`src/rtl/apple_effect_if.sv`:
```
// apple_effect_if -- bundles the game-side signals of the apple effect unit.
//   master : game controller side (drives state, apple_luck, apple_eaten, tick;
//            observes the unit's outputs)
//   slave  : apple_effect_unit side
//   Signals:
//     state        [1:0]        game state: RUN=00, WAIT=01, PAUSE=10, END_GAME=11
//     apple_luck   [1:0]        NORMAL=00, LUCKY=01, UNLUCKY=10 (11 acts as NORMAL)
//     apple_eaten               one-cycle pulse, snake head hit the apple
//     tick                      one-cycle pulse, one game movement step
//     grow_pulse                one-cycle request to add a body segment
//     shrink_pulse              one-cycle request to remove a body segment
//     score        [SCORE_W-1:0] current score
//     speed_mode   [1:0]        00 normal, 01 slow (lucky), 10 fast (unlucky)
//     ticks_left   [7:0]        remaining effect ticks, 0 when no effect is active
interface apple_effect_if #(
  parameter int SCORE_W = 8
);
  logic [1:0]         state;
  logic [1:0]         apple_luck;
  logic               apple_eaten;
  logic               tick;
  logic               grow_pulse;
  logic               shrink_pulse;
  logic [SCORE_W-1:0] score;
  logic [1:0]         speed_mode;
  logic [7:0]         ticks_left;

  modport master (
    output state, apple_luck, apple_eaten, tick,
    input  grow_pulse, shrink_pulse, score, speed_mode, ticks_left
  );

  modport slave (
    input  state, apple_luck, apple_eaten, tick,
    output grow_pulse, shrink_pulse, score, speed_mode, ticks_left
  );
endinterface

```
`src/rtl/apple_effect_unit.sv`:
```
// apple_effect_unit -- scoring and timed lucky/unlucky speed effects for apples.
//   Parameters:
//     EFFECT_TICKS  ticks a lucky/unlucky effect lasts (1..255)
//     SCORE_W       score width; must match the interface instance's SCORE_W
//   Ports:
//     clk           rising-edge clock
//     rst           synchronous active-high reset
//     bus           apple_effect_if.slave (game inputs, registered outputs)
module apple_effect_unit #(
  parameter int EFFECT_TICKS = 16,
  parameter int SCORE_W      = 8
) (
  input  logic           clk,
  input  logic           rst,
  apple_effect_if.slave  bus
);

  typedef enum logic [1:0] {
    GS_RUN      = 2'b00,
    GS_WAIT     = 2'b01,
    GS_PAUSE    = 2'b10,
    GS_END_GAME = 2'b11
  } game_state_t;

  typedef enum logic [1:0] {
    LUCK_NORMAL  = 2'b00,
    LUCK_LUCKY   = 2'b01,
    LUCK_UNLUCKY = 2'b10
  } apple_luck_t;

  // Encodings chosen so the effect state is the speed_mode value.
  typedef enum logic [1:0] {
    IDLE       = 2'b00,
    LUCKY_FX   = 2'b01,
    UNLUCKY_FX = 2'b10
  } fx_state_t;

  localparam logic [7:0]         RELOAD    = 8'(EFFECT_TICKS);
  localparam logic [SCORE_W-1:0] SCORE_MAX = '1;

  fx_state_t          fx_q, fx_d;
  logic [7:0]         ticks_q, ticks_d;
  logic [SCORE_W-1:0] score_q, score_d;
  logic               grow_q, grow_d;
  logic               shrink_q, shrink_d;

  // One extra bit catches the carry so increments clamp instead of wrapping.
  logic [SCORE_W:0]   score_inc1, score_inc2;

  assign score_inc1 = {1'b0, score_q} + (SCORE_W+1)'(1);
  assign score_inc2 = {1'b0, score_q} + (SCORE_W+1)'(2);

  always_comb begin
    // NOTE: every combinational output gets a default first so no path leaves
    // a variable unassigned, which would infer a latch.
    fx_d     = fx_q;
    ticks_d  = ticks_q;
    score_d  = score_q;
    grow_d   = 1'b0;
    shrink_d = 1'b0;

    case (game_state_t'(bus.state))
      GS_RUN: begin
        // Tick countdown first; an eat below may overwrite it with a reload,
        // which is how a coincident lucky/unlucky eat discards the tick.
        if (bus.tick && fx_q != IDLE && ticks_q != 8'd0) begin
          ticks_d = ticks_q - 8'd1;
          if (ticks_q == 8'd1) fx_d = IDLE;
        end

        if (bus.apple_eaten) begin
          case (apple_luck_t'(bus.apple_luck))
            LUCK_LUCKY: begin
              grow_d  = 1'b1;
              score_d = score_inc2[SCORE_W] ? SCORE_MAX : score_inc2[SCORE_W-1:0];
              fx_d    = LUCKY_FX;
              ticks_d = RELOAD;
            end
            LUCK_UNLUCKY: begin
              shrink_d = 1'b1;
              score_d  = (score_q == '0) ? '0 : score_q - SCORE_W'(1);
              fx_d     = UNLUCKY_FX;
              ticks_d  = RELOAD;
            end
            default: begin
              grow_d  = 1'b1;
              score_d = score_inc1[SCORE_W] ? SCORE_MAX : score_inc1[SCORE_W-1:0];
            end
          endcase
        end
      end

      GS_WAIT: begin
        // New-game setup.
        fx_d    = IDLE;
        ticks_d = 8'd0;
        score_d = '0;
      end

      GS_END_GAME: begin
        // Final score stays visible.
        fx_d    = IDLE;
        ticks_d = 8'd0;
      end

      default: ;  // PAUSE: everything frozen
    endcase
  end

  always_ff @(posedge clk) begin
    // NOTE: sequential state uses non-blocking assignments so every register
    // samples the pre-edge values, independent of statement order.
    if (rst) begin
      fx_q     <= IDLE;
      ticks_q  <= 8'd0;
      score_q  <= '0;
      grow_q   <= 1'b0;
      shrink_q <= 1'b0;
    end else begin
      fx_q     <= fx_d;
      ticks_q  <= ticks_d;
      score_q  <= score_d;
      grow_q   <= grow_d;
      shrink_q <= shrink_d;
    end
  end

  assign bus.grow_pulse   = grow_q;
  assign bus.shrink_pulse = shrink_q;
  assign bus.score        = score_q;
  assign bus.speed_mode   = fx_q;
  assign bus.ticks_left   = ticks_q;

endmodule

```
`src/flat_wrapper.sv`:
```
// flat-port wrapper written by rule: the top's interface ports become plain ports
module apple_effect_unit_flat 
#(
  parameter int EFFECT_TICKS = 16,
  parameter int SCORE_W      = 8
)
  (clk, rst, bus_state, bus_apple_luck, bus_apple_eaten, bus_tick, bus_grow_pulse, bus_shrink_pulse, bus_score, bus_speed_mode, bus_ticks_left);
  apple_effect_if #(.SCORE_W(SCORE_W)) bus_i ();
  input  logic clk;
  input  logic rst;
  input wire logic [$bits(bus_i.state)-1:0] bus_state;
  input wire logic [$bits(bus_i.apple_luck)-1:0] bus_apple_luck;
  input wire logic [$bits(bus_i.apple_eaten)-1:0] bus_apple_eaten;
  input wire logic [$bits(bus_i.tick)-1:0] bus_tick;
  output wire logic [$bits(bus_i.grow_pulse)-1:0] bus_grow_pulse;
  output wire logic [$bits(bus_i.shrink_pulse)-1:0] bus_shrink_pulse;
  output wire logic [$bits(bus_i.score)-1:0] bus_score;
  output wire logic [$bits(bus_i.speed_mode)-1:0] bus_speed_mode;
  output wire logic [$bits(bus_i.ticks_left)-1:0] bus_ticks_left;
  assign bus_i.state = bus_state;
  assign bus_i.apple_luck = bus_apple_luck;
  assign bus_i.apple_eaten = bus_apple_eaten;
  assign bus_i.tick = bus_tick;
  assign bus_grow_pulse = bus_i.grow_pulse;
  assign bus_shrink_pulse = bus_i.shrink_pulse;
  assign bus_score = bus_i.score;
  assign bus_speed_mode = bus_i.speed_mode;
  assign bus_ticks_left = bus_i.ticks_left;
  apple_effect_unit #(.EFFECT_TICKS(EFFECT_TICKS), .SCORE_W(SCORE_W)) u_core (.clk(clk), .rst(rst), .bus(bus_i));
endmodule
```
`config.mk`:
```
export PLATFORM = sky130hd
export DESIGN_NAME = apple_effect_unit_flat
export DESIGN_NICKNAME = d
export VERILOG_FILES = /design/src/rtl/apple_effect_if.sv /design/src/rtl/apple_effect_unit.sv /design/src/flat_wrapper.sv
export SDC_FILE = /design/constraint.sdc
export NUM_CORES = 1
export LEC_CHECK = 0
export CORE_MARGIN = 2
export CORE_UTILIZATION = 57
export DETAILED_ROUTE_END_ITERATION = 10
export PLACE_DENSITY = 0.95
export SYNTH_ARGS = -nofsm -noshare
export SYNTH_HDL_FRONTEND = slang
export SYNTH_SLANG_ARGS = --single-unit
```
`constraint.sdc`:
```
create_clock -name clk -period 5.5 [get_ports clk]
set_clock_uncertainty 0.05 [all_clocks]
set_input_delay 0.825 -clock clk [delete_from_list [all_inputs] [get_ports clk]]
set_output_delay 0.825 -clock clk [all_outputs]
set_load 0.05 [all_outputs]
```
Word level (Yosys, flattened, before mapping)
Index checks and enable logic that the tools add are counted.

operators by class
  add/sub/neg operators = 4
  equal/unequal tests = 6
  mux-type cells = 17
  bitwise gates (word level) = 2
  reduce and logical (&&, ||, !) cells = 12

operators by type and width
  cell                                              number
  two-way mux 8 bit                                 7
  one-hot mux 8 bit (2 select lines)                3
  subtractor 8 x 1 -> 8 bit, second input constant  2
  adder 8 x 1 -> 9 bit, second input constant       1
  adder 8 x 2 -> 9 bit, second input constant       1
  == test 8 x 1 -> 1 bit, second input constant     1
  logical NOT 8 bit                                 1
  one-hot mux 2 bit (2 select lines)                2
  nonzero test 8 bit                                1
  two-way mux 2 bit                                 3
  nonzero test 2 bit                                3
  == test 2 x 1 -> 1 bit, second input constant     2
  == test 2 bit, second input constant              2
  OR reduction 2 bit                                2
  OR reduction 3 bit                                1
  logical AND 1 bit                                 2
  logical NOT 2 bit                                 1
  two-way mux 1 bit                                 2
  != test 2 bit, second input constant              1
  inverter 1 bit                                    2
  AND reduction 2 bit                               1

storage, ports and cells
  bits in registers = 20
  input bits = 8
  output and inout bits = 20
  word-level logic and storage cells = 46

Depth between registers and ports, before layout
Gate-level depths: netlist of the first run.

  depth after elaboration = 7
  depth in mapped cells = 8

Least setup slack after synthesis of the first run
No wires, ideal clock.

  path kind = register to register
  start point = register u_core.score_q[2] (netlist: u_core.bus.score[2])
  end point = register u_core.score_q[7] (netlist: u_core.bus.score[7])
  setup time = 0.124 ns
  arrival time = 2.205 ns
  data required time = 5.326 ns
  path slack = 3.121 ns
  stages on the path, launching flop included = 8
  buffers on the path = 0
  period minus slack after synthesis = 2.379 ns
  path through = dfxtp_1 > inv_1 > ha_1 > a21boi_1 > and3b_1 > mux2_2 > a211oi_1 > a211oi_1

on the way
  longest elaborated chain between the ends = 5

RTL lines
  what                                                line                                                                       text
  start, declared                                     apple_effect_unit.sv:43                                                    logic [SCORE_W-1:0] score_q, score_d;
  start signal, assigned                              apple_effect_unit.sv:122                                                   score_q <= score_d;
  adder 8 x 1 -> 9 bit, or another cell as far along  apple_effect_unit.sv:50                                                    assign score_inc1 = {1'b0, score_q} + (SCORE_W+1)'(1);
  two-way mux 8 bit, on equally long branches         apple_effect_unit.sv:87, apple_effect_unit.sv:75, apple_effect_unit.sv:81
  one-hot mux 8 bit (2 select lines) *                apple_effect_unit.sv:72                                                    case (apple_luck_t'(bus.apple_luck))
  two-way mux 8 bit *                                 apple_effect_unit.sv:71                                                    if (bus.apple_eaten) begin
  one-hot mux 8 bit (2 select lines) *                apple_effect_unit.sv:62                                                    case (game_state_t'(bus.state))

Every way passes the cells marked *; elsewhere a longest branch is shown, timed or not. The select of a mux whose other input is x is not followed.
A chain may end at the register's enable or synchronous reset.

Worst setup path in the final report of the first run
  start point = input bus_apple_luck[0]
  end point = register u_core.fx_q[0] (netlist: u_core.bus.speed_mode[0])

on the way
  longest elaborated chain between the ends = 4

RTL lines
  what                                                            line                      text
  start, declared                                                 flat_wrapper.sv:12        input wire logic [$bits(bus_i.apple_luck)-1:0] bus_apple_luck;
  == test 2 bit / == test 2 x 1 -> 1 bit (equally long branches)  apple_effect_unit.sv:72
  one-hot mux 2 bit (2 select lines) *                            apple_effect_unit.sv:72
  two-way mux 2 bit *                                             apple_effect_unit.sv:71
  one-hot mux 2 bit (2 select lines) *                            apple_effect_unit.sv:62
  end signal, assigned                                            apple_effect_unit.sv:114  fx_q <= IDLE;
  end signal, assigned                                            apple_effect_unit.sv:120  fx_q <= fx_d;
  end, declared                                                   apple_effect_unit.sv:41   fx_state_t fx_q, fx_d;

Every way passes the cells marked *; elsewhere a longest branch is shown, timed or not.

==> out/results.ini, run 1 <==
[status]
status = finished, final reports clean

[drt]
drt_iter0_drc = 104
detail_route.wl_per_cell_um = 15.83
drt_first_pass_iters = 4
viasPerCell = 6.483
drc_errors = 0
routed_wl_um = 4101
detail-route-antenna-nets = 0
via_count = 1679

[synth]
yosys.area.top_type = dfxtp_1
syn-mean-instance-area_um2 = 7.670
netlist_area_um2 = 1595
netlist.area_leader.share_pct = 25.10
ys_warn_count = 0
yosys-top-cells-area = dfxtp_1, ha_1, a21oi_1
ys_seq_elements = 20
synth_seq_area_share_pct = 25.10
synthCells = 208
ys_types = 51
synth_ff_type = dfxtp_1
synth_edf_count = 0
synth_nets = 227
synthArstFlopShare_pct = 0

[critical_path]
rrSetupSlack_ns = 3.22
cp.arrival_ns = 3.10
path_class = in2reg
r2r_start = u_core.bus.score[2]$_SDFFE_PP0P_
required_ns = 5.67
critPathMaxFanout = 12
critPathCaptureType = flip-flop
startpoint_type = primary input
timing.rr.end = u_core.bus.score[7]$_SDFFE_PP0P_
rr_worst_depth = 7

[power]
vdd_drop_max_mv = 0.1843
p_leak_nw = 0.6807
power_density_nw_per_um2 = 161.8
fin_total_pwr_uw = 306.4

[timing]
relSlewSlack_pct = 46.14
worst_pin_slew_ns = 0.8025
finalHoldViolCount = 0
finalMaxSlewViolations = 0
rsz0062_at_grt = no
post-route-period-util_pct = 53.33
setup_viol = 0
fmax_ghz = 0.3410
setup_tns_ns = 0
finalCriticalPeriod_ns = 2.933

[clocking]
cts_root_buffer = clkbuf_4
cts_sinks = 20
htree_num_levels = 1
worst_skew_pair.late_latency_ns = 0.31
numCtsBuffers = 3
clk_pin_slew_ns = 0.11
cts-resized-gates = 0
cts_buffer_depth = 2
post_cts_buffers = 0
cts-hold-fix-buffers = 0
cts_tree = done

[worst_hold_path]
min_path_cells = 1
min-delay-start = u_core.bus.speed_mode[0]$_SDFFE_PP0P_
holdPathEnd = u_core.bus.speed_mode[0]$_SDFFE_PP0P_
hp-class = reg2reg

[placed_design]
io_buffers = 27
gp_congestion = 0.9083
dp_hpwl_um = 2986
dp.cells = 255
placed_area_um2 = 1857

[die]
fp.dieW_um = 56.91
die_y_um = 56.91
core_um2 = 2710
start_util_pct = 58.86
boundaryPins = 28
dieArea_um2 = 3238
num_rows = 19

[layout]
layout-drive-gt1-share_pct = 6.140
nFillCells = 225
diodes = 0
layout.cells.non_filler = 259
synthToLayoutAreaGrowth_pct = 18.67
postLayoutCellArea_um2 = 1893
nets = 248

[grt]
grt_pass1_wl_um = 6989
overflow = 0
grt_use_total_pct = 26.88
grt_pass1_vias = 1468
grt_max_degree = 20
antenna_found_initial = 0

[run]
cap_viol_max_count = 0

flip-flops by register name (all words and copies together), names as in the netlist:
register                 flops
u_core.bus.speed_mode        2
u_core.bus.shrink_pulse      1
u_core.bus.score             8
u_core.bus.grow_pulse        1
u_core.bus.ticks_left        8
kinds of logic after synthesis:
logic type | count (synthesis) | share of synthesized area (%)
compound gates | 79 | 33.10
simple gates | 65 | 22.12
buf+inv | 25 | 6.274
flops | 20 | 25.10
fa+ha+maj | 11 | 8.627
xor+xnor | 5 | 2.746
mux | 3 | 2.039
per-stage QoR:
step,worst slack [ns],utilization [%],hold WS (ns)
after floorplan,3.121,-,0.6786
after global placement,2.403,68.51,0.4371
after detailed placement,2.317,68.51,0.4458
after CTS,2.602,69.85,0.4749
after global routing,2.437,69.85,0.5077
final,2.567,69.85,0.4767
critical path, stage by stage:
cell             delay, ns
clkdlybuf4s50_1       0.50
inv_1                 0.05
ha_1                  0.44
o21ai_1               0.70
a31oi_1               0.08
or2_1                 0.27
a32o_2                0.22
Yosys cell counts (all sizes together) (2+ instances only):
master / number
xnor2: 3
nand3: 7
o31ai: 2
nor3: 7
mux2: 2
and2: 2
nor2b: 3
buf: 5
clkbuf: 6
a31oi: 8
o41ai: 4
nor2: 14
a22o: 2
nand4: 2
inv: 14
a211oi: 6
ha: 11
and3: 3
nand2b: 2
xor2: 2
o21ai: 16
nand2: 16
a41oi: 4
dfxtp: 20
o22ai: 4
o311a: 2
a21oi: 21
power breakdown:
| part | internal [mW] | switching [mW] |
|---|---|---|
| registers | 0.147 | 0.00496 |
| logic | 0.0280 | 0.0408 |
| clock network | 0.0405 | 0.0453 |
| total | 0.215 | 0.0910 |
placed cells by master, fill, tap and decap left out, types with 2 or more instances in the layout:
cell type	count
o31ai_1	2
and3_1	3
dfxtp_1	20
a41oi_1	4
o41ai_1	4
a31oi_1	7
o311a_1	2
nor3_1	6
a21oi_1	20
nand4_1	2
a22o_1	2
nand2_1	16
inv_1	14
o21ai_1	3
o21ai_0	13
o22ai_1	4
nand3_1	7
mux2_2	2
a211oi_1	6
xor2_1	2
and2_1	2
clkdlybuf4s50_1	27
nor2b_1	3
ha_1	11
clkbuf_4	3
nor2_1	14
nand2b_1	2
xnor2_1	3
how the worst max path moves through the flow:
stage	from	end	slack (ns)	cells after the start
2_1_floorplan	u_core.bus.score[2]$_SDFFE_PP0P_	u_core.bus.score[7]$_SDFFE_PP0P_	3.12	7
3_3_place_gp	bus_apple_luck[0]	u_core.bus.speed_mode[0]$_SDFFE_PP0P_	2.40	7
3_5_place_dp	bus_apple_luck[0]	u_core.bus.speed_mode[0]$_SDFFE_PP0P_	2.32	7
4_1_cts	bus_apple_luck[0]	u_core.bus.speed_mode[0]$_SDFFE_PP0P_	2.60	7
5_1_grt	bus_apple_luck[0]	u_core.bus.speed_mode[0]$_SDFFE_PP0P_	2.44	7
6_report	bus_apple_luck[0]	u_core.bus.speed_mode[0]$_SDFFE_PP0P_	2.57	7
metal layers:
| metal | GRT usage (%) | vias up | wire length, µm |
|---|---|---|---|
| li1 | - | 825 | - |
| met2 | 42.69 | 57 | 2003 |
| met1 | 37.32 | 793 | 1857 |
| met5 | 0 | - | 0 |
| met3 | 4.839 | 4 | 208 |
| met4 | 7.641 | 0 | 31 |
layout make-up:
| cell class | count | area, µm² | area share, % |
|---|---|---|---|
| Sequential cell | 20 | 400.4 | 21.15 |
| Clock buffer | 4 | 36.28 | 1.917 |
| Multi-Input combinational cell | 163 | 1095 | 57.83 |
| Tap cell | 31 | 38.79 | 2.049 |
| Inverter | 14 | 52.55 | 2.776 |
| Timing Repair Buffer | 27 | 270.3 | 14.28 |
Power figures use the tool's default switching activity.
==> run 2, diff against run 1 <==
Settings changed: CORE_UTILIZATION 57 to 53, PLACE_DENSITY 0.95 to 0.91.
Clock period 5.5 ns to 2.95 ns, I/O delays scaled along.
==> run 2 against run 1 <==
Effect of this change:
- the run now ends with DRC left
- core utilization fell by 2.3 points
- flip-flop and latch count did not move
- sequential power rose by 86%
- via count rose by 0.36%
- sequential share of layout area barely moved
- design area barely moved
- clock-buffer cell count fell by 1
- final cell count rose by 0.39%
==> out/results.ini, run 2 (synthesized netlist as in run 1, its figures left out) <==
[critical_path]
crit_slowest_cell = clkdlybuf4s50_1  ; was o21ai_1
startpoint_type = flip-flop  ; was primary input
required_ns = 2.46  ; was 5.67 ns
critPathMaxFanout = 19  ; was 12
path_delay_family = buffers and inverters  ; was compound AO/OA/AOI/OAI gates
critPathCaptureType = primary output  ; was flip-flop
max_stage_delay_ns = 0.92  ; was 0.70 ns
path_class = reg2out  ; was in2reg
cp.arrival_ns = 1.95  ; was 3.10 ns
path_buf_inv = 1  ; was 2
worstPathCellList = clkdlybuf4s50_1  ; was clkdlybuf4s50_1 -> inv_1 -> ha_1 -> o21ai_1 -> a31oi_1 -> or2_1 -> a32o_2

[die]
die_y_um = 58.87  ; was 56.91 µm
fp.dieW_um = 58.87  ; was 56.91 µm
dieArea_um2 = 3465  ; was 3238 µm²
num_rows = 19  ; unchanged
boundaryPins = 28  ; unchanged
core_um2 = 2805  ; was 2710 µm²
start_util_pct = 56.87  ; was 58.86%

[timing]
setup_tns_ns = 0  ; unchanged
worst_pin_slew_ns = 0.6155  ; was 0.8025 ns
finalHoldViolCount = 0  ; unchanged
relSlewSlack_pct = 58.53  ; was 46.14%
finalCriticalPeriod_ns = 2.443
finalMaxSlewViolations = 0  ; unchanged
setup_ws_ns = 0.5075  ; was 2.567 ns
post-route-period-util_pct = 82.80
setup_viol = 0  ; unchanged
fmax_ghz = 0.4094
rsz0062_at_grt = no  ; unchanged

[drt]
routed_wl_um = 4127  ; was 4101 µm
drt_iter0_drc = 272  ; was 104
drt_first_pass_iters = 9  ; was 4
drc_errors = 3  ; was 0
detail-route-antenna-nets = 0  ; unchanged
detail_route.wl_per_cell_um = 15.87  ; was 15.83 µm
via_count = 1685  ; was 1679
viasPerCell = 6.481  ; was 6.483

[run]
cap_viol_max_count = 0  ; unchanged

[layout]
final_cell_mix = clkdlybuf4s50_1, a21oi_1, dfxtp_1  ; unchanged
diodes = 0  ; unchanged
nets = 250  ; was 248
nFillCells = 234  ; was 225
seq_area_um2 = 400.4  ; unchanged
layout-drive-gt1-share_pct = 6.550  ; was 6.140%
utilization_pct = 67.53  ; was 69.85%
multiInputGateArea_um2 = 1095  ; unchanged
final_common_cell = clkdlybuf4s50_1  ; unchanged
postLayoutCellArea_um2 = 1894  ; was 1893 µm²
synthToLayoutAreaGrowth_pct = 18.75  ; was 18.67%

[status]
failed_checks = DRC
status = complete, but fails checks  ; was finished, final reports clean

[worst_hold_path]
hp-class = reg2reg  ; unchanged

[clocking]
post_cts_buffers = 0  ; unchanged
clk_pin_slew_ns = 0.11  ; about the same
cts_root_buffer = clkbuf_4  ; unchanged
cts-hold-fix-buffers = 0  ; unchanged
cts_tree = done  ; unchanged
cts-resized-gates = 0  ; unchanged
cts_sinks = 20  ; unchanged
cts_buffer_depth = 2  ; unchanged
numCtsBuffers = 3  ; unchanged
htree_num_levels = 1  ; unchanged
worst_skew_pair.late_latency_ns = 0.30  ; was 0.31 ns

[placed_design]
dp_hpwl_um = 2936  ; was 2986 µm
gp_congestion = 0.9158  ; was 0.9083
placed_area_um2 = 1872  ; was 1857 µm²
pre_cts_ws_ns = 0.5892  ; was 2.317 ns
io_buffers = 27  ; unchanged

[grt]
antenna_found_initial = 0  ; unchanged
grt_max_degree = 20  ; unchanged
grt_pass1_wl_um = 6665  ; was 6989 µm
grt_pass1_vias = 1555  ; was 1468
grt_use_total_pct = 24.27  ; was 26.88%
overflow = 0  ; unchanged

[power]
p_leak_nw = 0.6825  ; was 0.6807 nW
vdd_drop_max_mv = 0.2600  ; was 0.1843 mV
fin_total_pwr_uw = 544.8  ; was 306.4 µW
power_density_nw_per_um2 = 287.6  ; was 161.8 nW/µm²

## run 2: cell types whose count changed in the layout (fill, tap and decap cells not counted)
cell / before / now
buf_4: 0 / 2
clkbuf_8: 1 / 0
## run 2: report_power, final
group          leakage [nW]  switching [mW]  internal (mW)
registers             0.161         0.00938          0.274
clock network        0.0138          0.0826         0.0476
logic                 0.507          0.0776         0.0538
## run 2: through the flow
| step | cells | hold WS [ns] |
|---|---|---|
| 2_1_floorplan | 208 | 0.4653 |
| 3_3_place_gp | 257 | 0.4413 |
| 3_5_place_dp | 257 | 0.4429 |
| 4_1_cts | 260 | 0.4705 |
| 5_1_grt | 260 | 0.4833 |
| 6_report | 260 | 0.4682 |
## run 2: final cells by class
cell class / count / area share (%)
Clock buffer: 3 / 1.189
Inverter: 14 / 2.774
Multi-Input combinational cell: 163 / 57.79
Sequential cell: 20 / 21.14
Tap cell: 31 / 2.048
Timing Repair Buffer: 29 / 15.06
## run 2: path summary, 6_finish.rpt
path                                                       startpoint                               endpoint  slack [ns]  cells past startpoint
worst max-delay path                 u_core.bus.score[3]$_SDFFE_PP0P_                           bus_score[3]        0.51                      1
worst min-delay path            u_core.bus.speed_mode[0]$_SDFFE_PP0P_  u_core.bus.speed_mode[0]$_SDFFE_PP0P_        0.47                      1
worst max register to register       u_core.bus.score[2]$_SDFFE_PP0P_       u_core.bus.score[7]$_SDFFE_PP0P_        0.66                      7
worst min register to register  u_core.bus.speed_mode[0]$_SDFFE_PP0P_  u_core.bus.speed_mode[0]$_SDFFE_PP0P_        0.47                      1
## run 2: layer usage
layer / up-vias / wire length, µm / GRT usage (%)
met5: - / 0 / 0
met4: 0 / 63 / 7.792
met3: 10 / 356 / 5.055
met2: 83 / 1879 / 38.57
met1: 769 / 1828 / 32.80
li1: 823 / - / -
## run 2: worst reg2reg max path, delay by kind of cell, from the launching register on
| family | cells | cell delay (ns) |
|---|---|---|
| compound gates | 3 | 0.64 |
| fa+ha+maj | 1 | 0.22 |
| buf+inv | 1 | 0.19 |
| flops | 1 | 0.53 |
| mux | 1 | 0.34 |
| simple gates | 1 | 0.22 |
==> run 3, diff against run 2 <==
Clock period 2.95 ns to 2.3 ns, I/O delays scaled along.
==> run 3 against run 2 <==
Effect of this change:
- the flow still finishes with violations (DRC)
- design area grew 5.4%
- first-iteration DRC count down 21%
- clock-buffer cell count unchanged
- critical endpoint is now bus_score[6]
- highest routed layer unchanged
==> out/results.ini, run 3 (synthesized netlist as in run 1, its figures left out) <==
[status]
status = complete, but fails checks  ; unchanged
failed_checks = DRC  ; unchanged

[grt]
overflow = 0  ; unchanged
grt_pass1_wl_um = 7472  ; was 6665 µm
grt_max_degree = 19  ; was 20
grt_use_total_pct = 27.47  ; was 24.27%
antenna_found_initial = 0  ; unchanged
grt_pass1_vias = 1627  ; was 1555

[die]
num_rows = 19  ; unchanged
fp.dieW_um = 58.87  ; unchanged
core_um2 = 2805  ; unchanged
start_util_pct = 56.87  ; unchanged
boundaryPins = 28  ; unchanged
die_y_um = 58.87  ; unchanged
dieArea_um2 = 3465  ; unchanged

[drt]
viasPerCell = 6.693  ; was 6.481
drc_errors = 3  ; unchanged
detail-route-antenna-nets = 0  ; unchanged
drt_iter0_drc = 215  ; was 272
routed_wl_um = 4453  ; was 4127 µm
drt_first_pass_iters = 11  ; was 9
via_count = 1807  ; was 1685
detail_route.wl_per_cell_um = 16.49  ; was 15.87 µm

[timing]
fmax_ghz = 0.4524
post-route-period-util_pct = 96.10
setup_viol = 0  ; unchanged
finalMaxSlewViolations = 0  ; unchanged
finalCriticalPeriod_ns = 2.210
rsz0062_at_grt = no  ; unchanged
setup_tns_ns = 0  ; unchanged
worst_pin_slew_ns = 0.5202  ; was 0.6155 ns
holdWs_ns = 0.4695  ; was 0.4682 ns
finalHoldViolCount = 0  ; unchanged
relSlewSlack_pct = 65.27  ; was 58.53%

[clocking]
cts-resized-gates = 0  ; unchanged
clk_pin_slew_ns = 0.13  ; was 0.11 ns
htree_num_levels = 1  ; unchanged
worst_skew_pair.late_latency_ns = 0.31  ; was 0.30 ns
cts-hold-fix-buffers = 0  ; unchanged
numCtsBuffers = 3  ; unchanged
cts_tree = done  ; unchanged
cts_buffer_depth = 2  ; unchanged
cts_root_buffer = clkbuf_4  ; unchanged
post_cts_buffers = 0  ; unchanged
cts_sinks = 20  ; unchanged

[layout]
synthToLayoutAreaGrowth_pct = 25.18  ; was 18.75%
layout-drive-gt1-share_pct = 11.30  ; was 6.550%
final_cell_mix = clkdlybuf4s50_1, a21oi_1, dfxtp_1  ; unchanged
final_common_cell = clkdlybuf4s50_1  ; unchanged
layout.cells.non_filler = 270  ; was 260
utilization_pct = 71.19  ; was 67.53%
diodes = 0  ; unchanged
nets = 259  ; was 250

[power]
p_int_uw = 608.2  ; was 375.2 µW
clockPowerShare_pct = 35.6  ; was 23.9%
p_sw_uw = 243.2  ; was 169.6 µW
vdd_drop_max_mv = 0.2083  ; was 0.2600 mV
combPwrFrac_pct = 21.9  ; was 24.1%
p_seq_share_pct = 42.5  ; was 52.0%
power_density_nw_per_um2 = 426.3  ; was 287.6 nW/µm²
p_leak_nw = 0.7602  ; was 0.6825 nW
swShare_pct = 28.56  ; was 31.13%
fin_total_pwr_uw = 851.4  ; was 544.8 µW

[critical_path]
max_stage_delay_ns = 0.89  ; was 0.92 ns
critPathCaptureType = primary output  ; unchanged
path_delay_family = buffers and inverters  ; unchanged
cp.arrival_ns = 1.82  ; was 1.95 ns
path_buf_inv = 1  ; unchanged
crit_slowest_cell = clkdlybuf4s50_1  ; unchanged
critPathMaxFanout = 13  ; was 19
worstPathCellList = clkdlybuf4s50_1  ; unchanged
required_ns = 1.90  ; was 2.46 ns
startpoint_type = flip-flop  ; unchanged
path_class = reg2out  ; unchanged

[worst_hold_path]
hp-class = reg2reg  ; unchanged

[placed_design]
gp_congestion = 0.9380  ; was 0.9158
dp_hpwl_um = 3091  ; was 2936 µm
io_buffers = 27  ; unchanged
dp.cells = 266  ; was 257

[run]
cap_viol_max_count = 0  ; unchanged

[run 3: power groups by stage]
stage / clock network, mW / logic (mW) / registers, mW
2_1_floorplan: 0 / 0.102 / 0.382
3_3_place_gp: 0 / 0.177 / 0.369
3_5_place_dp: 0 / 0.179 / 0.369
4_1_cts: 0.305 / 0.183 / 0.362
5_1_grt: 0.319 / 0.203 / 0.363
6_report: 0.303 / 0.187 / 0.362
[run 3: path summary, 6_finish.rpt]
| kind | start | endpoint | slack (ns) | cells after the start |
|---|---|---|---|---|
| max | u_core.bus.score[6]$_SDFFE_PP0P_ | bus_score[6] | 0.09 | 1 |
| min | u_core.bus.ticks_left[1]$_SDFFE_PP0P_ | u_core.bus.ticks_left[1]$_SDFFE_PP0P_ | 0.47 | 1 |
| max reg2reg | u_core.bus.score[0]$_SDFFE_PP0P_ | u_core.bus.score[0]$_SDFFE_PP0P_ | 0.20 | 7 |
| min reg2reg | u_core.bus.ticks_left[1]$_SDFFE_PP0P_ | u_core.bus.ticks_left[1]$_SDFFE_PP0P_ | 0.47 | 1 |
[run 3: metal layers]
| metal | vias up | share of wire [%] | GRT usage (%) | wire length [µm] |
|---|---|---|---|---|
| met5 | - | 0 | 0 | 0 |
| met4 | 0 | 1.6 | 11.36 | 73 |
| met3 | 14 | 11 | 4.176 | 492 |
| met2 | 139 | 45 | 40.79 | 2011 |
| met1 | 813 | 42 | 39.43 | 1876 |
| li1 | 841 | - | - | - |
[run 3: layout make-up]
class	count	area, µm²
Clock buffer	3	22.52
Clock inverter	1	30.03
Tap cell	31	38.79
Sequential cell	20	402.9
Timing Repair Buffer	38	355.3
Multi-Input combinational cell	163	1095
Fill cell	219	808.3
Inverter	14	52.55
[run 3: per-stage QoR]
stage	setup WS (ns)	cell area (µm²)
after CTS	0.04707	1994
after detailed placement	0.1073	1942
after floorplan	0.1583	1598
final	0.08965	1997
after global routing	0.01699	1997
after global placement	0.1760	1942
